**src/rtl/dmem_arbiter.sv**
```systemverilog
// dmem_arbiter: shares one synchronous dmem port between a processor and a loader.
// Fixed priority with a loader starvation guard by default; define DMEM_ARB_RR_EN for round-robin.

module dmem_arbiter #(
  parameter int ADDR_W    = 12,
  parameter int DATA_W    = 32,
  parameter int MAX_BURST = 4
) (
  input  logic              clock,
  input  logic              reset,
  // processor port
  input  logic              p_req,
  input  logic              p_wren,
  input  logic [ADDR_W-1:0] p_addr,
  input  logic [DATA_W-1:0] p_data,
  output logic              p_gnt,
  output logic              p_rvalid,
  output logic [DATA_W-1:0] p_q,
  // loader port
  input  logic              l_req,
  input  logic              l_wren,
  input  logic [ADDR_W-1:0] l_addr,
  input  logic [DATA_W-1:0] l_data,
  output logic              l_gnt,
  output logic              l_rvalid,
  output logic [DATA_W-1:0] l_q,
  // shared dmem port
  output logic [ADDR_W-1:0] address_dmem,
  output logic [DATA_W-1:0] data,
  output logic              wren,
  input  logic [DATA_W-1:0] q_dmem
);

  localparam int CNT_W = $clog2(MAX_BURST + 1);

  typedef enum logic [1:0] {
    IDLE,
    OWN_P,
    OWN_L
  } state_t;

  state_t            state, state_next;
  logic [CNT_W-1:0]  burst_cnt, burst_next;
  logic              win_p, win_l;
  logic [ADDR_W-1:0] mux_addr;
  logic [DATA_W-1:0] mux_data;
  logic              mux_wren;
  logic              p_rd_pend, l_rd_pend;

  always_comb begin
    // NOTE: every signal assigned here gets a default first, so no path can infer a latch.
    win_p      = 1'b0;
    win_l      = 1'b0;
    state_next = IDLE;
    burst_next = '0;
    mux_addr   = '0;
    mux_data   = '0;
    mux_wren   = 1'b0;

    if (p_req && l_req) begin
`ifdef DMEM_ARB_RR_EN
      // Whoever was not served last wins; IDLE falls through to the processor.
      if (state == OWN_P) win_l = 1'b1;
      else                win_p = 1'b1;
`else
      if (burst_cnt == CNT_W'(MAX_BURST)) win_l = 1'b1;
      else                                win_p = 1'b1;
`endif
    end else if (p_req) begin
      win_p = 1'b1;
    end else if (l_req) begin
      win_l = 1'b1;
    end

    if (win_p) begin
      state_next = OWN_P;
      mux_addr   = p_addr;
      mux_data   = p_data;
      mux_wren   = p_wren;
    end else if (win_l) begin
      state_next = OWN_L;
      mux_addr   = l_addr;
      mux_data   = l_data;
      mux_wren   = l_wren;
    end

    // Counts processor grants only while the loader is kept waiting.
    if (win_p && l_req) burst_next = burst_cnt + CNT_W'(1);
  end

  always_ff @(posedge clock) begin
    // NOTE: registered state uses non-blocking assignments so every flop samples pre-edge values.
    if (reset) begin
      state        <= IDLE;
      burst_cnt    <= '0;
      p_gnt        <= 1'b0;
      l_gnt        <= 1'b0;
      p_rd_pend    <= 1'b0;
      l_rd_pend    <= 1'b0;
      address_dmem <= '0;
      data         <= '0;
      wren         <= 1'b0;
    end else begin
      state        <= state_next;
      burst_cnt    <= burst_next;
      p_gnt        <= win_p;
      l_gnt        <= win_l;
      p_rd_pend    <= p_gnt & ~wren;
      l_rd_pend    <= l_gnt & ~wren;
      address_dmem <= mux_addr;
      data         <= mux_data;
      wren         <= mux_wren;
    end
  end

  // dmem answers one cycle after the grant cycle, which is exactly the pending-read cycle.
  assign p_rvalid = p_rd_pend;
  assign l_rvalid = l_rd_pend;
  assign p_q      = p_rd_pend ? q_dmem : '0;
  assign l_q      = l_rd_pend ? q_dmem : '0;

endmodule

```
**config.mk**
```make
export PLATFORM = sky130hd
export DESIGN_NAME = dmem_arbiter
export DESIGN_NICKNAME = d
export VERILOG_FILES = /design/src/rtl/dmem_arbiter.sv
export SDC_FILE = /design/constraint.sdc
export NUM_CORES = 1
export LEC_CHECK = 0
export BUFFER_PORTS_ARGS = -buffer_cell sky130_fd_sc_hd__buf_4
export CAP_MARGIN = 20
export CORE_AREA = 2 2 94 96
export DETAILED_ROUTE_END_ITERATION = 8
export DIE_AREA = 0 0 96 98
export HOLD_SLACK_MARGIN = 0.03
export SLEW_MARGIN = 0
export SYNTH_ARGS = -nofsm -noshare
export SYNTH_HDL_FRONTEND = slang
export SYNTH_SLANG_ARGS = --single-unit
```
**constraint.sdc**
```tcl
create_clock -name clock -period 2.7 [get_ports clock]
set_input_delay 0 -clock clock [delete_from_list [all_inputs] [get_ports clock]]
set_output_delay 0 -clock clock [all_outputs]
set_load 0.01 [all_outputs]
```
==> impl_results.md, run 1 <==
- Finished Cell Area: 4922 µm²
- Unique masters post-synth: 17
- Vias: 2689
- Seq/Total Area, Yosys: 50.64%
- Largest net degree at the start of global routing: 34
- Post-DP Area: 3934 µm²
- Maxcap violations: 0
- Post-synthesis sequential element count: 52
- Clock Latency Late Sink: 0.30 ns
- Cell Pwr Density: 348.4 nW/µm²
- DR pass1 iterations: 4
- Layout Skew: 0.008688 ns
- Crit Path Class: register to register
- Vias in the first global route: 2678
- Relative slew slack: 46.00%
- Final setup viols: 0
- CTS H-tree depth: 2
- Post-placement setup slack: 1.066 ns
- Layout area overhead: 139.4%
- Core Region: 8466 µm²
- Leak pwr: 2.562 nW
- Critical Path AT: 2.44 ns
- TritonCTS Buffers: 5
- # diodes: 0
- Final Hold Viols: 0
- Min-Delay Path Class: primary input to register
- Vias per inst: 4.296
- Cell Count, Final, Fillers Out: 626
- VDD IR max: 0.0002545 V
- Initial Util: 24.28%
- Number of hold buffers added after CTS: 91
- Global-route wire length before repair: 12890 µm
- Final worst path period need: 2.211 ns
- WL final: 8775 µm
- Post-DP HPWL: 6255 µm
- ANT nets after route: 0
- Layout cells sized above 1: 48.26%
- Post-route DRC: 0
- Measured slew at the worst slew-check pin: 0.8089 ns
- Worst path slowest cell: dlygate4sd3_1
- Gp weighted congestion: 0.7521
- Final worst setup slack: 0.4892 ns
- Total gr overflow: 0
- Final Max Slew Viols: 0
- Top cell family by delay on the critical path: buffers and inverters
- Deepest clock path buffer count: 2
- Post-Syn Instances: 193
- Worst Hold Margin: 0.07090 ns
- Routed length per placed instance: 14.02 µm
- Placed cell count: 528
- Row count: 34
- Syn_area_per_cell: 10.65 µm²
- Register clock-pin slew on the reported worst setup and hold paths: 0.08 ns
- Worst path max stage delay: 0.55 ns
- Mapped Area: 2056 µm²
- Port Buffers: 238
- Die Ht: 98 µm
- Most frequent cells in the layout: 240 x buf_4, 91 x dlygate4sd3_1, 64 x and2_1
- Cell chain of the critical path: inv_1, ha_1, nand2_1, a211oi_4, buf_4, a22o_1, dlygate4sd3_1
- Fill cell count: 718
- Initial antenna violation count: 0
- Final Net Count: 646
- Fmax: 0.4523 GHz
- Post-Route Setup TNS: 0 ns
- Tot Pwr: 1.715 mW
- PostCTS Resize Cnt: 0
- Ys Warns: 0
- RSZ-0062 raised after global routing: no
- Status: complete, no violations
- Util after Layout: 58.14%
- Final period util: 81.88%
- Gr usage total: 17.64%
- Root Buffer: clkbuf_8
- Full die area: 9408 µm²
- I/O pin count: 239
- Most common cell after layout, fill and taps aside: buf_4
- Net count of the mapped netlist: 321
- Postcts setup bufs: 0
- CTS tree: done
- Setup crit start kind: register
- WP buf/inv: 3
- Worst Path Required: 2.93 ns
- Die width: 96 µm
- CP Capture Type: register
- CP max FO: 33
- Clock sinks: 52
- Drt initial violations: 25
power by group:
| group | switching [mW] | total, mW | internal [mW] |
|---|---|---|---|
| logic | 0.151 | 0.475 | 0.323 |
| registers | 0.0199 | 0.830 | 0.810 |
| clock network | 0.233 | 0.410 | 0.177 |
worst min-delay path, delay by kind of cell:
| family | cells | cell delay, ns |
|---|---|---|
| simple gates | 1 | 0.07 |
| buf+inv | 2 | 0.23 |
cell type report:
class / instances / area (µm²) / share of cell area (%)
clock buffer: 6 / 72.57 / 1.474
clock inverter: 1 / 5.005 / 0.1017
inverter: 4 / 15.01 / 0.3050
multi-input combinational: 123 / 920.9 / 18.71
sequential: 52 / 1041 / 21.15
tap: 108 / 135.1 / 2.745
timing repair buffer: 332 / 2733 / 55.52
path summary, 6_finish.rpt:
check	from	end	slack (ns)	cells after the start
setup / recovery	burst_cnt[0]	address_dmem[10]	0.49	7
hold reg to reg	burst_cnt[0]	burst_cnt[0]	0.45	1
hold / removal	l_req	burst_cnt[2]	0.07	3
setup reg to reg	burst_cnt[0]	address_dmem[10]	0.49	7
per-layer routing:
layer,share of wire [%],up-vias,GRT usage (%),wire [µm]
met1,33,1207,16.83,2901
met3,12,12,7.099,1096
met2,53,161,33.81,4649
li1,-,1309,-,-
met4,1.5,0,4.725,128
met5,0,-,0,0
cells by family (layout without fill, tap and decap cells):
| logic type | Yosys count | after routing | share of synthesized area [%] |
|---|---|---|---|
| buf+inv | 18 | 343 | 4.990 |
| simple gates | 73 | 73 | 21.91 |
| fa+ha+maj | 2 | 2 | 1.217 |
| flops | 52 | 52 | 50.64 |
| mux | 1 | 1 | 0.4869 |
| compound gates | 47 | 47 | 20.75 |
sequential cells by signal (all words and copies together) (netlist names):
name,flops
l_rvalid,1
p_rvalid,1
wren,1
data,32
burst_cnt,3
address_dmem,12
l_gnt,1
p_gnt,1
Yosys cell counts, drive strengths merged:
library cell / n / area [µm²]
nor3: 1 / 5.000
nor2: 3 / 11.26
clkbuf: 6 / 22.52
and2: 64 / 400.4
a211oi: 1 / 20.02
nand2: 1 / 3.750
nor3b: 2 / 15.01
buf: 8 / 65.06
a31oi: 1 / 12.51
mux2i: 1 / 10.01
a22o: 45 / 394.1
dfxtp: 52 / 1041
nand2b: 1 / 6.260
ha: 2 / 25.02
inv: 4 / 15.01
or3b: 1 / 8.760
No activity file was read; power rests on OpenSTA's default activity.
==> run 2, diff against run 1 <==
--- a/config.mk
+++ b/config.mk
@@ -5,12 +5,14 @@
 export SDC_FILE = /design/constraint.sdc
 export NUM_CORES = 1
 export LEC_CHECK = 0
+export ABC_AREA = 1
 export BUFFER_PORTS_ARGS = -buffer_cell sky130_fd_sc_hd__buf_4
 export CAP_MARGIN = 20
-export CORE_AREA = 2 2 94 96
+export CORE_AREA = 2 2 93 95
 export DETAILED_ROUTE_END_ITERATION = 8
-export DIE_AREA = 0 0 96 98
+export DIE_AREA = 0 0 95 97
 export HOLD_SLACK_MARGIN = 0.03
+export PLACE_DENSITY = 0.7
 export SLEW_MARGIN = 0
 export SYNTH_ARGS = -nofsm -noshare
 export SYNTH_HDL_FRONTEND = slang
==> constraint.sdc (replaced) <==
create_clock -name clock -period 1.8 [get_ports clock]
set_input_delay 0 -clock clock [delete_from_list [all_inputs] [get_ports clock]]
set_output_delay 0 -clock clock [all_outputs]
set_load 0.01 [all_outputs]
==> impl_results.md, run 2 <==
- Status: complete, no violations
- Reg2Reg Depth: 7
- Post-DP Area: 4308 µm²
- Layout area overhead: 123.5%
- Drt initial violations: 100
- Top cells by area, synth: dfxtp_1 43%, nand3_1 19%, nand2_1 18%
- Clock sinks: 52
- Maxcap violations: 0
- Fmax: 0.5927 GHz
- Post-synthesis sequential element count: 52
- VDD IR max: 0.0003876 V
- Worst Hold Margin: 0.03964 ns
- Register clock-pin slew on the reported worst setup and hold paths: 0.10 ns
- Net count of the mapped netlist: 490
- Relative slew slack: 63.79%
- Synth top area share: 43.38%
- Most frequent cells in the layout: 243 x buf_4, 113 x nand2_1, 92 x dlygate4sd3_1
- Fill cell count: 665
- Crit Path Class: register to register
- Largest register FFs: 32
- Worst path max stage delay: 0.55 ns
- Tot Pwr: 2.905 mW
- Largest registers: data: 32 flops, address_dmem: 12 flops, burst_cnt: 3 flops
- Hold path depth: 3
- Cell chain of the critical path: inv_1, ha_1, nand3_2, buf_6, nand3_1, nand2_1, dlygate4sd3_1
- Die width: 95 µm
- Global-route wire length before repair: 17190 µm
- RR Startpoint: burst_cnt[0]
- CTS tree: done
- Deepest clock path buffer count: 2
- Most common cell after layout, fill and taps aside: buf_4
- I/O pin count: 239
- Row count: 33
- DR pass1 iterations: 4
- Setup crit start kind: register
- Util after Layout: 65.94%
- Post-DP HPWL: 7521 µm
- Cell Pwr Density: 541.6 nW/µm²
- Post-Route Setup TNS: 0 ns
- Async SR Flop Fraction: 0%
- Multi-input gate area in the final layout: 989.7 µm²
- Full die area: 9215 µm²
- Worst Min Path Start: reset
- Measured slew at the worst slew-check pin: 0.5419 ns
- Post-synth top area cell: dfxtp_1
- Final Net Count: 814
- Port Buffers: 238
- Syn_area_per_cell: 6.629 µm²
- Register area: 1042 µm²
- Root Buffer: clkbuf_8
- Top cell family by delay on the critical path: buffers and inverters
- CTS H-tree depth: 2
- Vias per inst: 4.531
- Routed length per placed instance: 14.10 µm
- Worst path depth: 7
- Total gr overflow: 0
- EDFF count, synth: 0
- Clock Latency Late Sink: 0.31 ns
- GRT busiest layer: met2
- R2r setup slk: 0.11 ns
- Min-Delay Path Class: primary input to register
- Hold worst-path end: burst_cnt[0]
- Top post-synthesis cells by count: 113 x nand2_1, 91 x nand3_1, 71 x inv_1
- Final period util: 93.73%
- Finished Cell Area: 5364 µm²
- Worst path slowest cell: dlygate4sd3_1
- Largest net degree at the start of global routing: 34
- ANT nets after route: 0
- Met2 GRT Util: 45.99%
- Final setup viols: 0
- TritonCTS Buffers: 5
- Final Hold Viols: 0
- Most frequent cell after synthesis: nand2_1
- Unique masters post-synth: 14
- Mapped Area: 2400 µm²
- Leak pwr: 3.263 nW
- Gp weighted congestion: 0.7970
- Final worst path period need: 1.687 ns
- WP buf/inv: 3
- Ys flop type: dfxtp_1
- Ys Warns: 0
- Initial antenna violation count: 1
- Layout Skew: 0.005992 ns
- Critical Path AT: 1.95 ns
- Met3 GRT Util: 6.698%
- Seq/Total Area, Yosys: 43.38%
- GR Util met1: 22.32%
- WL final: 11180 µm
- Post-Syn Instances: 362
- Worst Path Required: 2.06 ns
- Largest Register: data
- Core Region: 8134 µm²
- R2r endpoint: data[13]
- Final Max Slew Viols: 0
- Initial Util: 29.50%
- CP max FO: 19
- Die Ht: 97 µm
- Vias in the first global route: 3596
- CP Capture Type: register
- Vias: 3593
- Post-route DRC: 0
- RSZ-0062 raised after global routing: no
- Layout cells sized above 1: 37.85%
- Gr usage total: 23.67%
## run 2: worst max-delay path by stage
stage	from	to	slack, ns
floorplan	burst_cnt[0]	data[10]	0.63
global placement	burst_cnt[0]	data[17]	0.46
detailed placement	burst_cnt[0]	address_dmem[9]	0.42
CTS	burst_cnt[0]	data[7]	0.03
global route	burst_cnt[0]	data[7]	0.00003
finish	burst_cnt[0]	data[13]	0.11
## run 2: logic make-up after synthesis
group         share of synthesized area (%)
simple gates                          39.42
fa+ha+maj                             1.043
flops                                 43.38
xor+xnor                             0.3650
buf+inv                               15.80
## run 2: layout make-up
cell class                 instances  share of cell area, %
sequential                        52                  19.43
tap                              105                  2.449
clock inverter                     3                 0.8631
timing repair buffer             339                  52.51
multi-input combinational        217                  18.45
antenna                            1                0.04665
inverter                          71                  4.969
clock buffer                       5                  1.283
## run 2: metal layers
metal	up-vias	share of wire, %
met2	187	54
li1	1738	-
met1	1630	33
met3	38	9.2
met4	0	3.9
met5	-	0
## run 2: power breakdown
| group | internal [mW] | switching, mW |
|---|---|---|
| registers | 1.22 | 0.0227 |
| clock network | 0.419 | 0.417 |
| logic | 0.501 | 0.320 |
## run 2: repair_timing
action / 4_1_cts / 5_1_grt
hold endpoints to repair: 48 / 0
resized for setup: 0 / 3
setup endpoints to repair: 0 / 11
hold buffers: 92 / 0
buffers inserted: 0 / 1
## run 2: stage by stage
step / cells / setup slack (ns)
floorplan: 362 / 0.6283
global placement: 691 / 0.4598
detailed placement: 691 / 0.4175
CTS: 791 / 0.03119
global route: 793 / 0.00002931
finish: 793 / 0.1129
## run 2: worst min-delay path, stage by stage
cell	delay, ns
buf_4	0.13
nand3b_1	0.15
nor2_1	0.05
